<file path="src/rtl/uart_echo_fifo.sv">
// UART echo with an RX byte FIFO, a per-byte case transform and a periodic banner.
// uart_rx / uart_tx are the serialisers; uart_echo_fifo is the top.

module uart_rx #(
    parameter int unsigned CLK_FRE   = 50_000_000,
    parameter int unsigned BAUD_RATE = 57600
) (
    input  logic       clk,
    input  logic       rst_n,
    output logic [7:0] rx_data,
    output logic       rx_data_valid,
    input  logic       rx_data_ready,
    input  logic       rx_pin
);
    localparam int unsigned CYCLE = CLK_FRE / BAUD_RATE;
    localparam int unsigned CW    = $clog2(CYCLE);

    typedef enum logic [1:0] {StIdle, StStart, StData, StStop} rx_state_e;

    rx_state_e     state_q, state_d;
    logic [CW-1:0] cnt_q, cnt_d;
    logic [2:0]    bit_q, bit_d;
    logic [7:0]    shift_q, shift_d, data_q, data_d;
    logic          valid_q, valid_d;
    logic          meta_q, sync_q;

    always_comb begin
        state_d = state_q;
        cnt_d   = cnt_q + CW'(1);
        bit_d   = bit_q;
        shift_d = shift_q;
        data_d  = data_q;
        valid_d = valid_q & ~rx_data_ready;
        unique case (state_q)
            StIdle: begin
                cnt_d = '0;
                if (!sync_q) state_d = StStart;
            end
            // Re-check the line at mid start bit to reject glitches.
            StStart: if (cnt_q == CW'(CYCLE / 2 - 1)) begin
                cnt_d   = '0;
                bit_d   = '0;
                state_d = sync_q ? StIdle : StData;
            end
            StData: if (cnt_q == CW'(CYCLE - 1)) begin
                cnt_d   = '0;
                shift_d = {sync_q, shift_q[7:1]};
                bit_d   = bit_q + 3'd1;
                if (bit_q == 3'd7) state_d = StStop;
            end
            StStop: if (cnt_q == CW'(CYCLE - 1)) begin
                state_d = StIdle;
                if (sync_q) begin
                    valid_d = 1'b1;
                    data_d  = shift_q;
                end
            end
            default: state_d = StIdle;
        endcase
    end

    always_ff @(posedge clk) begin
        if (!rst_n) begin
            state_q <= StIdle;
            cnt_q   <= '0;
            bit_q   <= '0;
            shift_q <= '0;
            data_q  <= '0;
            valid_q <= 1'b0;
            meta_q  <= 1'b1;
            sync_q  <= 1'b1;
        end else begin
            state_q <= state_d;
            cnt_q   <= cnt_d;
            bit_q   <= bit_d;
            shift_q <= shift_d;
            data_q  <= data_d;
            valid_q <= valid_d;
            meta_q  <= rx_pin;
            sync_q  <= meta_q;
        end
    end

    assign rx_data       = data_q;
    assign rx_data_valid = valid_q;
endmodule

module uart_tx #(
    parameter int unsigned CLK_FRE   = 50_000_000,
    parameter int unsigned BAUD_RATE = 57600
) (
    input  logic       clk,
    input  logic       rst_n,
    input  logic [7:0] tx_data,
    input  logic       tx_data_valid,
    output logic       tx_data_ready,
    output logic       tx_pin
);
    localparam int unsigned CYCLE = CLK_FRE / BAUD_RATE;
    localparam int unsigned CW    = $clog2(CYCLE);

    typedef enum logic [1:0] {StIdle, StStart, StData, StStop} tx_state_e;

    tx_state_e     state_q, state_d;
    logic [CW-1:0] cnt_q, cnt_d;
    logic [2:0]    bit_q, bit_d;
    logic [7:0]    shift_q, shift_d;
    logic          pin_q, pin_d;

    always_comb begin
        state_d = state_q;
        cnt_d   = cnt_q + CW'(1);
        bit_d   = bit_q;
        shift_d = shift_q;
        pin_d   = pin_q;
        unique case (state_q)
            StIdle: begin
                cnt_d = '0;
                if (tx_data_valid) begin
                    state_d = StStart;
                    shift_d = tx_data;
                    pin_d   = 1'b0;
                end
            end
            StStart: if (cnt_q == CW'(CYCLE - 1)) begin
                state_d = StData;
                cnt_d   = '0;
                bit_d   = '0;
                pin_d   = shift_q[0];
                shift_d = shift_q >> 1;
            end
            StData: if (cnt_q == CW'(CYCLE - 1)) begin
                cnt_d = '0;
                if (bit_q == 3'd7) begin
                    state_d = StStop;
                    pin_d   = 1'b1;
                end else begin
                    bit_d   = bit_q + 3'd1;
                    pin_d   = shift_q[0];
                    shift_d = shift_q >> 1;
                end
            end
            StStop: if (cnt_q == CW'(CYCLE - 1)) state_d = StIdle;
            default: begin
                state_d = StIdle;
                pin_d   = 1'b1;
            end
        endcase
    end

    always_ff @(posedge clk) begin
        if (!rst_n) begin
            state_q <= StIdle;
            cnt_q   <= '0;
            bit_q   <= '0;
            shift_q <= '0;
            pin_q   <= 1'b1;
        end else begin
            state_q <= state_d;
            cnt_q   <= cnt_d;
            bit_q   <= bit_d;
            shift_q <= shift_d;
            pin_q   <= pin_d;
        end
    end

    assign tx_data_ready = (state_q == StIdle);
    assign tx_pin        = pin_q;
endmodule

module uart_echo_fifo #(
    parameter int unsigned            CLK_FRE       = 50_000_000,
    parameter int unsigned            UART_FRE      = 57600,
    parameter int unsigned            FIFO_DEPTH    = 16,
    parameter int unsigned            MSG_LEN       = 15,
    parameter logic [MSG_LEN*8-1:0]   MSG           = {"Tang Nano 20K", 8'h0d, 8'h0a},
    parameter int unsigned            BANNER_PERIOD = CLK_FRE
) (
    input  logic                          clk,
    input  logic                          rst_n,
    input  logic                          uart_rx,
    output logic                          uart_tx,
    input  logic [1:0]                    case_mode,
    input  logic                          banner_en,
    output logic [$clog2(FIFO_DEPTH):0]   fifo_level,
    output logic                          overflow
);
    localparam int unsigned AW = $clog2(FIFO_DEPTH);
    localparam int unsigned LW = AW + 1;
    localparam int unsigned IW = $clog2(MSG_LEN + 1);
    localparam int unsigned PW = $clog2(BANNER_PERIOD);

    typedef enum logic [1:0] {StIdle = 2'd0, StBanner = 2'd1, StEcho = 2'd2} state_e;

    logic [7:0] rx_data;
    logic       rx_data_valid;
    logic       tx_data_ready;

    uart_rx #(.CLK_FRE(CLK_FRE), .BAUD_RATE(UART_FRE)) u_rx (
        .clk           (clk),
        .rst_n         (rst_n),
        .rx_data       (rx_data),
        .rx_data_valid (rx_data_valid),
        .rx_data_ready (1'b1),
        .rx_pin        (uart_rx)
    );

    state_e        state_q, state_d;
    logic [7:0]    mem [FIFO_DEPTH];
    logic [AW-1:0] wr_ptr_q, wr_ptr_d, rd_ptr_q, rd_ptr_d;
    logic [LW-1:0] level_q, level_d;
    logic          overflow_q, overflow_d;
    logic          tx_valid_q, tx_valid_d;
    logic [7:0]    tx_data_q, tx_data_d;
    logic [IW-1:0] idx_q, idx_d;
    logic [PW-1:0] period_q, period_d;

    logic [MSG_LEN*8-1:0] msg_sh;
    logic [7:0]           banner_byte;
    logic                 fifo_empty, fifo_full, tx_idle, handshake, pop, push, period_tick;

    function automatic logic [7:0] xform(input logic [7:0] b, input logic [1:0] mode);
        logic is_up, is_lo;
        is_up = (b >= 8'h41) && (b <= 8'h5a);
        is_lo = (b >= 8'h61) && (b <= 8'h7a);
        unique case (mode)
            2'd1:    return is_up ? (b | 8'h20) : b;
            2'd2:    return is_lo ? (b & 8'hdf) : b;
            2'd3:    return (is_up || is_lo) ? (b ^ 8'h20) : b;
            default: return b;
        endcase
    endfunction

    assign msg_sh      = MSG << {idx_q, 3'b000};
    assign banner_byte = msg_sh[MSG_LEN*8-1 -: 8];

    assign fifo_empty  = (level_q == '0);
    assign fifo_full   = (level_q == LW'(FIFO_DEPTH));
    assign tx_idle     = !tx_valid_q && tx_data_ready;
    assign handshake   = tx_valid_q && tx_data_ready;
    assign pop         = (state_q == StEcho) && tx_idle && !fifo_empty;
    // A full FIFO still accepts a byte when the head leaves on the same edge.
    assign push        = rx_data_valid && (!fifo_full || pop);
    assign period_tick = (state_q == StEcho) && fifo_empty && tx_idle && banner_en;

    always_comb begin
        state_d    = state_q;
        wr_ptr_d   = wr_ptr_q;
        rd_ptr_d   = rd_ptr_q;
        level_d    = level_q;
        overflow_d = overflow_q;
        tx_valid_d = tx_valid_q;
        tx_data_d  = tx_data_q;
        idx_d      = idx_q;
        period_d   = period_q;

        if (push) wr_ptr_d = wr_ptr_q + AW'(1);
        if (pop)  rd_ptr_d = rd_ptr_q + AW'(1);
        if (push && !pop)      level_d = level_q + LW'(1);
        else if (pop && !push) level_d = level_q - LW'(1);
        if (rx_data_valid && fifo_full && !pop) overflow_d = 1'b1;

        unique case (state_q)
            StIdle: begin
                state_d  = banner_en ? StBanner : StEcho;
                idx_d    = '0;
                period_d = '0;
            end
            // banner_en is ignored here so a started banner always completes.
            StBanner: begin
                if (handshake) begin
                    tx_valid_d = 1'b0;
                    if (idx_q == IW'(MSG_LEN - 1)) begin
                        state_d  = StEcho;
                        idx_d    = '0;
                        period_d = '0;
                    end else begin
                        idx_d = idx_q + IW'(1);
                    end
                end else if (!tx_valid_q) begin
                    tx_valid_d = 1'b1;
                    tx_data_d  = banner_byte;
                end
            end
            StEcho: begin
                if (handshake) tx_valid_d = 1'b0;
                if (pop) begin
                    tx_valid_d = 1'b1;
                    tx_data_d  = xform(mem[rd_ptr_q], case_mode);
                    period_d   = '0;
                end else if (period_tick) begin
                    if (period_q == PW'(BANNER_PERIOD - 1)) begin
                        state_d  = StBanner;
                        period_d = '0;
                    end else begin
                        period_d = period_q + PW'(1);
                    end
                end
            end
            default: state_d = StIdle;
        endcase
    end

    always_ff @(posedge clk) begin
        if (!rst_n) begin
            state_q    <= StIdle;
            wr_ptr_q   <= '0;
            rd_ptr_q   <= '0;
            level_q    <= '0;
            overflow_q <= 1'b0;
            tx_valid_q <= 1'b0;
            tx_data_q  <= '0;
            idx_q      <= '0;
            period_q   <= '0;
        end else begin
            state_q    <= state_d;
            wr_ptr_q   <= wr_ptr_d;
            rd_ptr_q   <= rd_ptr_d;
            level_q    <= level_d;
            overflow_q <= overflow_d;
            tx_valid_q <= tx_valid_d;
            tx_data_q  <= tx_data_d;
            idx_q      <= idx_d;
            period_q   <= period_d;
        end
    end

    always_ff @(posedge clk) begin
        if (push) mem[wr_ptr_q] <= rx_data;
    end

    uart_tx #(.CLK_FRE(CLK_FRE), .BAUD_RATE(UART_FRE)) u_tx (
        .clk           (clk),
        .rst_n         (rst_n),
        .tx_data       (tx_data_q),
        .tx_data_valid (tx_valid_q),
        .tx_data_ready (tx_data_ready),
        .tx_pin        (uart_tx)
    );

    assign fifo_level = level_q;
    assign overflow   = overflow_q;
endmodule
</file>
<file path="config.mk">
export PLATFORM = sky130hd
export DESIGN_NAME = uart_echo_fifo
export DESIGN_NICKNAME = d
export VERILOG_FILES = /design/src/rtl/uart_echo_fifo.sv
export SDC_FILE = /design/constraint.sdc
export NUM_CORES = 1
export LEC_CHECK = 0
export BUFFER_PORTS_ARGS = -buffer_cell sky130_fd_sc_hd__buf_2
export CORE_UTILIZATION = 40
export CTS_CLUSTER_SIZE = 16
export DETAILED_ROUTE_END_ITERATION = 8
export GPL_ROUTABILITY_DRIVEN = 0
export PLACE_DENSITY = 0.61
export SLEW_MARGIN = 15
export SYNTH_ARGS = -nofsm -noshare
export SYNTH_HDL_FRONTEND = slang
export SYNTH_SLANG_ARGS = --single-unit
export TNS_END_PERCENT = 50
</file>
<file path="constraint.sdc">
create_clock -name clk -period 4.4 [get_ports clk]
set_input_delay 0.66 -clock clk [delete_from_list [all_inputs] [get_ports clk]]
set_output_delay 0.66 -clock clk [all_outputs]
set_load 0.02 [all_outputs]
</file>
* Word level (Yosys, flattened, before mapping) *
Memories as Yosys holds them, arrays and structs flattened. A register that Yosys moved wholly into a read port is not among the register bits.
Cells that the tools add are included.

cells by class
  add/sub/neg operators = 10
  multiply operators = 0
  divide/modulo/power cells = 0
  order comparisons = 4
  equal/unequal tests = 40
  shift-type cells = 1
  multiplexer cells = 70
  bitwise logic cells = 1
  reductions and logical operators = 47

operators with widths
  kind                     count
  $mux 26                  5
  $shl 119x7->120 const A  1
  $pmux 26 s3              1
  $mux 8                   7
  $mux 2                   17
  $mux 10                  3
  $pmux 10 s3              1
  $add 26x1->26 const B    1
  $eq 26x26->1 const B     1
  $pmux 8 s3               1
  $add 10x1->10 const B    2
  $eq 10x10->1 const B     2
  $ne 2x1->1 const B       10
  $pmux 10 s2              1
  $reduce_and 5->1         4
  $mux 6                   3
  $ne 2x2->1 const B       9
  $pmux 6 s3               1
  $ge 8x7->1 const B       2
  $le 8x7->1 const B       2
  $mux 4                   4
  $pmux 2 s4               2
  $pmux 8 s2               1
  $reduce_and 4->1         4
  30 further kinds         88

storage, ports and cells
  register bits = 113
  bits in latches = 0
  bits in writable memories = 128
  bits in read-only memories = 0
  bits of input ports = 6
  output and inout bits = 7
  memories = 1

memory list
  name  words  width  rd ports  clocked after Yosys merged registers in  write ports  line  source
  mem   16     8      1         1                                        1            209   logic [7:0] mem [FIFO_DEPTH];

* Depth between registers and ports, before layout *
Gate-level depths: netlist of run 1.

  depth after elaboration = 10
  gate-level depth with buffers = 15
  mapped depth without buffers = 15

* Cells and area by module *
Synthesis of run 1 repeated with hierarchy kept, for this count alone.

unflattened totals
  cell total of the unflattened synthesis = 860
  area total of the unflattened synthesis = 10726.5 sq um

by module, submodules not included
  module          instances  cells each  area each (sq um)  sequential area each (sq um)
  uart_echo_fifo  1          572         7956.4             5024.8
  uart_rx         1          161         1503.9             680.7
  uart_tx         1          127         1266.2             480.5

* Worst setup path after synthesis of run 1 *
Ideal clock, no wire load.

  path type = reg-to-reg
  start point = register u_tx.state_q[0]
  end point = register level_q[4], in the netlist fifo_level[4]
  arrival = 3.125 ns
  required time = 4.330 ns
  path slack = 1.205 ns
  stages on the path, launching flop included = 14
  path buffers = 0
  clock period less this slack = 3.195 ns
  cells stage by stage = dfxtp_1 -> inv_1 -> ha_1 -> nor2b_1 -> nand2_1 -> a31oi_1 -> ha_1 -> inv_1 -> fa_1 -> a21o_1 -> a21oi_1 -> xnor2_1 -> or3_1 -> a21oi_1

on the way
  word-level cells in the longest chain between the ends = 9
  elaborated cells between the ends (all ways) = 12
  those cells by class = mux (1); reduce/logical (11)

ends and longest elaborated chain
  element                            line  source
  start: declaration                 104   tx_state_e state_q, state_d;
  start signal: assignment           153   state_q <= StIdle;
  start signal: assignment           159   state_q <= state_d;
  $logic_not 2->1 *                  167   assign tx_data_ready = (state_q == StIdle);
  $logic_and 1x1->1 *                239   assign tx_idle = !tx_valid_q && tx_data_ready;
  $logic_and 1x1->1 * (2 in series)  241   assign pop = (state_q == StEcho) && tx_idle && !fifo_empty;
  $logic_or 1x1->1 *                 243   assign push = rx_data_valid && (!fifo_full || pop);
  $logic_and 1x1->1 *                243
  named net push                     220   logic fifo_empty, fifo_full, tx_idle, handshake, pop, push, period_tick;
  $logic_not 1->1                    260   else if (pop && !push) level_d = level_q - LW'(1);
  $logic_and 1x1->1                  260
  $reduce_bool 2->1 (no line)        n/a
  end signal: assignment             319   level_q <= level_d;
  end: declaration                   211   logic [LW-1:0] level_q, level_d;

The timed path passes the listed nets; every way through them passes the cells marked *.
A chain may end at the register's enable or synchronous reset.

* Final worst setup path of run 1 *
  start point = register u_tx.state_q[0]
  end point = register level_q[4], in the netlist fifo_level[4]

on the way
  word-level cells in the longest chain between the ends = 9
  elaborated cells between the ends (all ways) = 12
  those cells by class = mux (1); reduce/logical (11)

ends and longest elaborated chain
  element                            line
  $logic_not 2->1 *                  167
  $logic_and 1x1->1 *                239
  $logic_and 1x1->1 * (2 in series)  241
  $logic_or 1x1->1                   243
  $logic_and 1x1->1                  243
  $logic_not 1->1                    260
  $logic_and 1x1->1                  260
  $reduce_bool 2->1 (no line)        n/a

Mark *: on every way between the ends. The rest lies on a longest branch, timed or not.

==> impl_metrics.py, run 1 <==
metrics = {
    "critical_path": {
        "cp.depth": 14,
        "required_ns": 4.85,
        "cp_top_family": "simple AND/OR/NAND/NOR gates",
        "critPathArrivalTime_ns": 3.92,
        "r2r_end": "fifo_level[4]$_SDFFE_PN0P_",
        "end_kind": "flop",
        "setup.worst_path.end": "fifo_level[4]$_SDFFE_PN0P_",
        "slowest_delay_ns": 0.45,
        "crit_start": "u_tx.state_q[0]$_SDFFE_PN0P_",
        "crit_fanout": 7,
        "r2r_slack_ns": 0.93,
        "r2r_cells": 14,
        "cp_slowest_cell": "nor2b_1",
        "regToRegStartpoint": "u_tx.state_q[0]$_SDFFE_PN0P_",
        "cpMostUsedCell": "ha_1",
        "path_buf_inv": 3,
        "critPathLaunchType": "flop",
        "critPathKind": "reg -> reg",
        "worstPathCellList": "inv_1 > ha_1 > nor2b_1 > nand2_1 > nor2_1 > inv_2 > ha_1 > inv_1 > ha_1 > a21o_1 > a21oi_1 > xnor2_1 > or3_1 > a21oi_1",
    },
    "synth": {
        "ys_seq_area_share_pct": 58.59,
        "async_reset_ff_share_pct": 0,
        "synth-edff-count": 128,
        "synth_cells": 868,
        "synth_area_leaders": "edfxtp_1, dfxtp_1, mux4_2",
        "ys_ff_latch": 245,
        "syn_nets": 904,
        "ys.flop_type": "edfxtp_1",
        "synth_top_area_share_pct": 36.40,
        "yosysUniqueCellTypes": 66,
        "yosysTopAreaCell": "edfxtp_1",
        "syn_area_per_cell_um2": 12.16,
        "syn_area_um2": 10560,
        "ys_warn_count": 0,
    },
    "power_and_ir_drop": {
        "irDropWorstVdd_mv": 0.3590,
        "power_frac_clock_pct": 43.5,
        "sw_frac_of_total_pct": 24.15,
        "p_per_area_nw_per_um2": 446.2,
        "power.total_mw": 5.285,
        "combPwrFrac_pct": 9.0,
        "power.internal_mw": 4.008,
        "p_seq_share_pct": 47.5,
        "power_switching_mw": 1.276,
        "p_leak_nw": 3.952,
    },
    "floorplanning": {
        "fp.dieH_um": 164.5,
        "die_w_um": 164.5,
        "core_um2": 25980,
        "die_area_um2": 27050,
        "fp-row-count": 59,
        "initial_core_util_pct": 40.63,
        "ios": 13,
    },
    "global_route": {
        "grt_pass1_vias": 6177,
        "grt.total_usage_pct": 15.59,
        "grt_max_degree": 64,
        "grt_pass1_wl_um": 33180,
        "grt.overflow.total": 0,
        "antenna_found_initial": 0,
    },
    "sta": {
        "worst_slew_pin_slew_ns": 1.087,
        "rsz0062_at_grt": "no",
        "hold_viol": 0,
        "worst_slack_ns": 0.9301,
        "fin_crit_ns": 3.470,
        "period_share_pct": 78.86,
        "tns_ns": 0,
        "slew_headroom_pct": 27.41,
        "fin_skew_ns": 0.01816,
        "slew_violations": 0,
        "fmax_ghz": 0.2882,
        "setup_violations": 0,
    },
    "clock_tree": {
        "clkTransAtPathRegs_ns": 0.06,
        "cts_tree": "yes",
        "post_cts_buffers": 0,
        "cts_inserted_buffers": 28,
        "insertion_delay_ns": 0.53,
        "ctsHoldBuffers": 0,
        "h-tree-depth": 1,
        "cts_max_path_buffers": 3,
        "cts.sinks": 245,
        "root_buffer": "clkbuf_16",
        "post_cts_resized": 0,
    },
    "cells_and_area": {
        "diodes": 0,
        "layout.nets": 924,
        "final_common_cell": "edfxtp_1",
        "drive_above_1_share_pct": 10.55,
        "nFillCells": 2364,
        "area_growth_pct": 12.16,
        "final_cell_mix": "edfxtp_1, dfxtp_1, nor2_1",
    },
    "route": {
        "drt_iter0_markers": 364,
        "wl_per_cell_um": 16.59,
        "avgViaCountPerCell": 5.231,
        "vias": 6512,
        "dr.pass1.iters": 4,
        "postRouteAntennaNets": 0,
        "wl_um": 20650,
        "drc": 0,
    },
    "place": {
        "portBuffers": 12,
        "dp_hpwl_um": 13410,
        "dp_slack_ns": 0.9802,
    },
    "outcome": {
        "status": "complete, no violations",
    },
    "hold_path": {
        "hold_class": "in -> reg",
    },
    "run": {
        "max_cap_violations": 0,
    },
}
Yosys cell counts (all sizes together) (2+ instances only):
master,n
a311oi,2
or2,2
and4,2
nand2,78
a21oi,42
nor2b,11
nand4,14
o311ai,2
or4,2
nand3b,2
mux2i,16
and2,3
xor2,23
nor3,21
nor3b,3
a41oi,2
a2111o,2
a22oi,6
nand3,28
o21ai,23
a211oi,17
mux4,34
ha,29
and3,7
a31oi,2
a21o,5
a2111oi,2
xnor2,27
edfxtp,128
clkbuf,18
dfxtp,117
inv,22
or3,6
o2111ai,2
o22ai,2
nor4,7
buf,15
o211ai,2
nor2,110
o221ai,2
nand4b,3
nand2b,13
state kept, by name (all words and copies together) (netlist names), 5 cells and up, named ones only:
signal,cells
u_rx.cnt_q,10
period_q,26
mem,128
fifo_level,5
u_tx.shift_q,8
u_rx.shift_q,8
u_tx.cnt_q,10
tx_data_q,8
u_rx.rx_data,8
cell families (layout without fill, tap and decap cells):
kind of cell | count (synthesis) | after routing | synth area share, %
compound gates | 119 | 119 | 7.264
xor+xnor | 50 | 50 | 4.147
fa+ha+maj | 30 | 30 | 3.626
buf+inv | 55 | 97 | 2.737
flops | 245 | 245 | 58.59
mux | 51 | 51 | 9.373
simple gates | 318 | 318 | 14.27
per-stage QoR:
step | util [%] | std cells | cell area [µm²] | hold slack, ns
final | 45.57 | 1245 | 11840 | 0.3300
after global routing | 45.57 | 1245 | 11840 | 0.3306
after CTS | 45.57 | 1245 | 11840 | 0.3065
after detailed placement | 42.01 | 1193 | 10920 | 0.4066
after global placement | 42.01 | 1193 | 10920 | 0.4023
after floorplan | - | 868 | 10560 | 0.3863
worst min-delay path by stage:
stage,start,to,cells past startpoint
5_1_grt,uart_rx,u_rx.meta_q$_SDFF_PN1_,2
3_3_place_gp,u_rx.meta_q$_SDFF_PN1_,u_rx.sync_q$_SDFF_PN1_,1
2_1_floorplan,u_rx.meta_q$_SDFF_PN1_,u_rx.sync_q$_SDFF_PN1_,1
6_report,uart_rx,u_rx.meta_q$_SDFF_PN1_,2
4_1_cts,uart_rx,u_rx.meta_q$_SDFF_PN1_,2
3_5_place_dp,u_rx.meta_q$_SDFF_PN1_,u_rx.sync_q$_SDFF_PN1_,1
metal layers:
metal / wire [µm] / GRT usage (%) / part of all wire (%)
met4: 395 / 4.295 / 1.9
met3: 889 / 2.310 / 4.3
met2: 9750 / 25.24 / 47
met1: 9619 / 21.80 / 47
met5: 0 / 0 / 0
final cells by class:
class                   count  area [µm²]  area share [%]
well taps                 335       419.2           3.539
clock buffers              30       729.5           6.160
clock inverters            22       197.7           1.669
multi-input cells         568        4084           34.48
repair buffers             23       142.6           1.204
flip-flops and latches    245        6187           52.25
inverters                  22       82.58          0.6973
power by group through the flow:
stage          registers [mW]  logic (mW)  clock network [mW]
2_1_floorplan            2.54       0.400                   0
3_3_place_gp             2.56       0.471                   0
3_5_place_dp             2.56       0.476                   0
4_1_cts                  2.51       0.478                2.35
5_1_grt                  2.52       0.545                2.44
6_report                 2.51       0.474                2.30
(Power assumes the default switching activity.)
==> run 2, diff against run 1 <==
==> constraint.sdc (replaced) <==
create_clock -name clk -period 3.36 [get_ports clk]
set_input_delay 0.504 -clock clk [delete_from_list [all_inputs] [get_ports clk]]
set_output_delay 0.504 -clock clk [all_outputs]
set_load 0.02 [all_outputs]
==> run 2 against run 1 <==
- via count grew 0.92%
- utilization grew 0.70 points
- clock skew grew 0.0066 ns
- largest power group unchanged
- first-iteration DRC count grew 15%
- critical path type unchanged
- global-route usage is essentially flat
- wire length shrank 1.9%
- sequential power grew 31%
- die area is the same
- register-to-register slack lost 0.51 ns
- sequential share of layout area shrank 0.79 points
- maximum frequency grew 18%
==> impl_metrics.py, run 2 (synthesized netlist as in run 1, its figures left out) <==
metrics = {
    "critical_path": {
        "required_ns": 3.81,
        "critPathArrivalTime_ns": 3.39,
        "worstPathCellList": "or4_1 > nor2_1 > nor2_1 > inv_2 > ha_1 > inv_1 > fa_1 > a21o_1 > a21oi_1 > xnor2_1 > or3_1 > a21oi_1",
        "end_kind": "flop",
        "critPathKind": "reg -> reg",
        "crit_fanout": 6,
        "path_buf_inv": 2,
        "cp_top_family": "simple AND/OR/NAND/NOR gates",
        "critPathLaunchType": "flop",
        "cp_slowest_cell": "or4_1",
        "slowest_delay_ns": 0.57,
    },
    "floorplanning": {
        "initial_core_util_pct": 40.63,
        "core_um2": 25980,
        "ios": 13,
        "die_w_um": 164.5,
        "fp-row-count": 59,
        "die_area_um2": 27050,
        "fp.dieH_um": 164.5,
    },
    "route": {
        "drc": 0,
        "wl_per_cell_um": 16.10,
        "vias": 6572,
        "dr.pass1.iters": 4,
        "wl_um": 20270,
        "drt_iter0_markers": 420,
        "avgViaCountPerCell": 5.220,
        "postRouteAntennaNets": 0,
    },
    "sta": {
        "period_share_pct": 87.54,
        "setup_violations": 0,
        "fin_skew_ns": 0.02477,
        "worst_slew_pin_slew_ns": 0.8692,
        "slew_headroom_pct": 41.84,
        "fin_crit_ns": 2.941,
        "hold_viol": 0,
        "slew_violations": 0,
        "rsz0062_at_grt": "no",
        "fmax_ghz": 0.3400,
        "tns_ns": 0,
    },
    "global_route": {
        "grt_max_degree": 33,
        "grt.overflow.total": 0,
        "grt_pass1_vias": 6374,
        "grt.total_usage_pct": 15.55,
        "antenna_found_initial": 0,
        "grt_pass1_wl_um": 33230,
    },
    "clock_tree": {
        "root_buffer": "clkbuf_16",
        "clkTransAtPathRegs_ns": 0.06,
        "cts_max_path_buffers": 3,
        "post_cts_buffers": 0,
        "cts_tree": "yes",
        "h-tree-depth": 1,
        "cts_inserted_buffers": 27,
        "cts.sinks": 245,
        "insertion_delay_ns": 0.54,
        "post_cts_resized": 0,
        "ctsHoldBuffers": 0,
    },
    "cells_and_area": {
        "final_common_cell": "edfxtp_1",
        "largest_register_ffs": 128,
        "top_register": "mem",
        "layout.nets": 939,
        "reg_top3": "mem x128, period_q x26",
        "ff_latch_area_um2": 6187,
        "diodes": 0,
        "final-instance-count-excl-fill": 1259,
        "nFillCells": 2329,
        "final_cell_mix": "edfxtp_1, dfxtp_1, nor2_1",
        "area_growth_pct": 13.89,
        "final_util_pct": 46.28,
        "multi_input_area_um2": 4084,
        "drive_above_1_share_pct": 12.45,
    },
    "power_and_ir_drop": {
        "power.total_mw": 7.123,
        "p_per_area_nw_per_um2": 592.3,
        "p_leak_nw": 4.059,
        "irDropWorstVdd_mv": 0.5123,
    },
    "outcome": {
        "status": "complete, no violations",
    },
    "place": {
        "portBuffers": 12,
        "dp_hpwl_um": 13470,
        "placed_cells": 1209,
    },
    "run": {
        "max_cap_violations": 0,
    },
    "hold_path": {
        "hold_class": "in -> reg",
    },
}
[run 2: layout make-up]
type                    count  area share (%)
multi-input cells         568           33.96
inverters                  22          0.6867
clock inverters            23           2.508
well taps                 335           3.486
repair buffers             39           2.289
clock buffers              27           5.619
flip-flops and latches    245           51.45
[run 2: metal layers]
layer | track usage [%] | share of wire [%] | vias to the layer above
met5 | 0 | 0 | -
li1 | - | - | 3275
met4 | 4.379 | 1.7 | 0
met2 | 25.93 | 48 | 83
met1 | 20.88 | 46 | 3185
met3 | 2.587 | 3.7 | 29
[run 2: power breakdown]
| part | switching, mW | internal [mW] | total (mW) |
|---|---|---|---|
| Clock | 1.19 | 2.01 | 3.20 |
| Combinational | 0.389 | 0.253 | 0.642 |
| Sequential | 0.0736 | 3.21 | 3.29 |
[run 2: through the flow]
stage                     worst slack, ns  cell area, µm²  hold WS (ns)
after floorplan                    0.1646           10560        0.3863
after global placement             0.4748           11050        0.3983
after detailed placement           0.4278           11050        0.4089
after CTS                          0.4030           12030        0.1539
after global routing               0.1512           12030        0.1542
final                              0.4186           12030        0.1778
[run 2: worst register-to-register path, stage by stage (launching register included)]
cell     delay [ns]
dfxtp_1        0.37
or4_1          0.57
nor2_1         0.15
nor2_1         0.08
inv_2          0.11
ha_1           0.21
inv_1          0.11
fa_1           0.41
a21o_1         0.18
a21oi_1        0.17
xnor2_1        0.09
or3_1          0.30
a21oi_1        0.14
[run 2: path summary, 6_finish.rpt]
kind,to,slack [ns],from,depth (start not counted)
max,fifo_level[4]$_SDFFE_PN0P_,0.42,fifo_level[0]$_SDFFE_PN0P_,12
min,u_rx.meta_q$_SDFF_PN1_,0.18,uart_rx,2
max reg2reg,fifo_level[4]$_SDFFE_PN0P_,0.42,fifo_level[0]$_SDFFE_PN0P_,12
min reg2reg,u_rx.sync_q$_SDFF_PN1_,0.42,u_rx.meta_q$_SDFF_PN1_,1
==> run 3, diff against run 2 <==
--- a/config.mk
+++ b/config.mk
@@ -6,6 +6,7 @@
 export NUM_CORES = 1
 export LEC_CHECK = 0
 export BUFFER_PORTS_ARGS = -buffer_cell sky130_fd_sc_hd__buf_2
+export CORE_ASPECT_RATIO = 0.6
 export CORE_UTILIZATION = 40
 export CTS_CLUSTER_SIZE = 16
 export DETAILED_ROUTE_END_ITERATION = 8
==> run 3 against run 2 <==
- worst hold slack got worse by 0.021 ns
- die area about the same
- non-clock buffer count rose by 4
- register-to-register slack lost 0.07 ns
- global-route usage increased by 0.70 points
- clock-buffer cell count is 6 higher
- flip-flop and latch count unchanged
- sequential share of layout area up 0.53 points
- critical path depth up 1
- wire length increased by 6.0%
- sequential power is essentially flat
- via count is 2.5% higher
==> impl_metrics.py, run 3 (synthesized netlist as in run 1, its figures left out) <==
metrics = {
    "outcome": {
        "status": "complete, no violations",
    },
    "power_and_ir_drop": {
        "irDropWorstVdd_mv": 0.3287,
        "power.total_mw": 6.733,
        "p_per_area_nw_per_um2": 565.7,
        "p_leak_nw": 4.007,
    },
    "critical_path": {
        "regToRegStartpoint": "u_tx.state_q[0]$_SDFFE_PN0P_",
        "required_ns": 3.82,
        "critPathArrivalTime_ns": 3.47,
        "critPathKind": "reg -> reg",
        "critPathLaunchType": "flop",
        "r2r_end": "fifo_level[4]$_SDFFE_PN0P_",
        "end_kind": "flop",
        "crit_fanout": 5,
        "r2r_cells": 13,
        "r2r_slack_ns": 0.35,
    },
    "route": {
        "drt_iter0_markers": 523,
        "wl_um": 21490,
        "avgViaCountPerCell": 5.294,
        "drc": 0,
        "dr.pass1.iters": 7,
        "postRouteAntennaNets": 0,
        "vias": 6734,
        "wl_per_cell_um": 16.90,
    },
    "global_route": {
        "grt_util_met2_pct": 20.80,
        "globalRoute.busiestLayer": "met1",
        "grt_pass1_vias": 6264,
        "grt_pass1_wl_um": 34400,
        "grt.total_usage_pct": 16.25,
        "grt_max_degree": 33,
        "grt_use_met1_pct": 27.15,
        "grt_use_met3_pct": 3.307,
        "grt.overflow.total": 0,
        "antenna_found_initial": 0,
    },
    "clock_tree": {
        "cts_inserted_buffers": 24,
        "cts_max_path_buffers": 3,
        "post_cts_resized": 0,
        "post_cts_buffers": 0,
        "h-tree-depth": 1,
        "root_buffer": "clkbuf_16",
        "cts.sinks": 245,
        "cts_tree": "yes",
        "clkTransAtPathRegs_ns": 0.06,
        "insertion_delay_ns": 0.53,
        "ctsHoldBuffers": 0,
    },
    "sta": {
        "fmax_ghz": 0.3318,
        "worst_slew_pin_slew_ns": 0.8661,
        "worst_slack_ns": 0.3460,
        "tns_ns": 0,
        "period_share_pct": 89.70,
        "slew_headroom_pct": 42.18,
        "hold_viol": 0,
        "fin_skew_ns": 0.01917,
        "slew_violations": 0,
        "setup_violations": 0,
        "fin_crit_ns": 3.014,
        "rsz0062_at_grt": "no",
    },
    "cells_and_area": {
        "reg_top3": "mem x128, period_q x26",
        "final_cell_mix": "edfxtp_1, dfxtp_1, nor2_1",
        "area_growth_pct": 12.73,
        "layout.nets": 940,
        "largest_register_ffs": 128,
        "drive_above_1_share_pct": 11.96,
        "top_register": "mem",
        "diodes": 0,
        "final_common_cell": "edfxtp_1",
        "post-route-cell-area_um2": 11900,
        "nFillCells": 2303,
    },
    "place": {
        "place_area_um2": 11090,
        "portBuffers": 12,
        "dp_slack_ns": 0.3620,
        "dp_hpwl_um": 14770,
    },
    "hold_path": {
        "hold_class": "in -> reg",
        "hold_end": "u_rx.meta_q$_SDFF_PN1_",
        "hold_path_depth": 2,
        "min-delay-start": "uart_rx",
    },
    "run": {
        "max_cap_violations": 0,
    },
    "floorplanning": {
        "core_um2": 25620,
        "fp-row-count": 45,
        "fp.dieH_um": 127.9,
        "die_w_um": 211.8,
        "die_area_um2": 27070,
        "initial_core_util_pct": 41.22,
        "ios": 13,
    },
}
## run 3: worst max-delay path, stage by stage, from the launching register on
cell     delay (ns)
dfxtp_1        0.36
inv_1          0.12
ha_1           0.24
nor2b_1        0.20
nand2_1        0.12
a31oi_1        0.25
ha_1           0.24
inv_1          0.11
fa_1           0.41
a21o_1         0.17
a21oi_1        0.17
xnor2_1        0.09
or3_1          0.31
a21oi_1        0.15
## run 3: cell type report
| type | instances | area (µm²) | share of cell area (%) |
|---|---|---|---|
| flip-flops and latches | 245 | 6187 | 51.98 |
| multi-input cells | 568 | 4084 | 34.31 |
| clock buffers | 33 | 686.9 | 5.771 |
| well taps | 352 | 440.4 | 3.700 |
| repair buffers | 43 | 292.8 | 2.460 |
| clock inverters | 9 | 128.9 | 1.083 |
| inverters | 22 | 82.58 | 0.6938 |
## run 3: worst max path at each step
stage | end | depth (start not counted) | start
floorplan | fifo_level[4]$_SDFFE_PN0P_ | 13 | u_tx.state_q[0]$_SDFFE_PN0P_
finish | fifo_level[4]$_SDFFE_PN0P_ | 13 | u_tx.state_q[0]$_SDFFE_PN0P_
CTS | fifo_level[4]$_SDFFE_PN0P_ | 13 | u_tx.state_q[0]$_SDFFE_PN0P_
global placement | fifo_level[4]$_SDFFE_PN0P_ | 12 | fifo_level[0]$_SDFFE_PN0P_
global route | fifo_level[4]$_SDFFE_PN0P_ | 13 | u_tx.state_q[0]$_SDFFE_PN0P_
detailed placement | fifo_level[4]$_SDFFE_PN0P_ | 13 | u_tx.state_q[0]$_SDFFE_PN0P_
## run 3: power breakdown
part / total [mW] / leakage, nW / switching [mW] / internal [mW]
Sequential: 3.28 / 2.13 / 0.0726 / 3.21
Clock: 2.78 / 0.399 / 1.12 / 1.66
Combinational: 0.667 / 1.48 / 0.411 / 0.256
Total: 6.73 / 4.01 / 1.61 / 5.13
## run 3: per-stage QoR
step	utilization, %	hold slack, ns	instances
floorplan	-	0.3863	868
global placement	43.28	0.3948	1230
detailed placement	43.28	0.4002	1230
CTS	46.46	0.1403	1272
global route	46.46	0.1556	1272
finish	46.46	0.1566	1272
## run 3: routing by layer
metal	part of all wire (%)	vias to the layer above
met5	0	-
met4	1.5	0
met3	6.0	24
met2	38	157
met1	55	3277
li1	-	3276
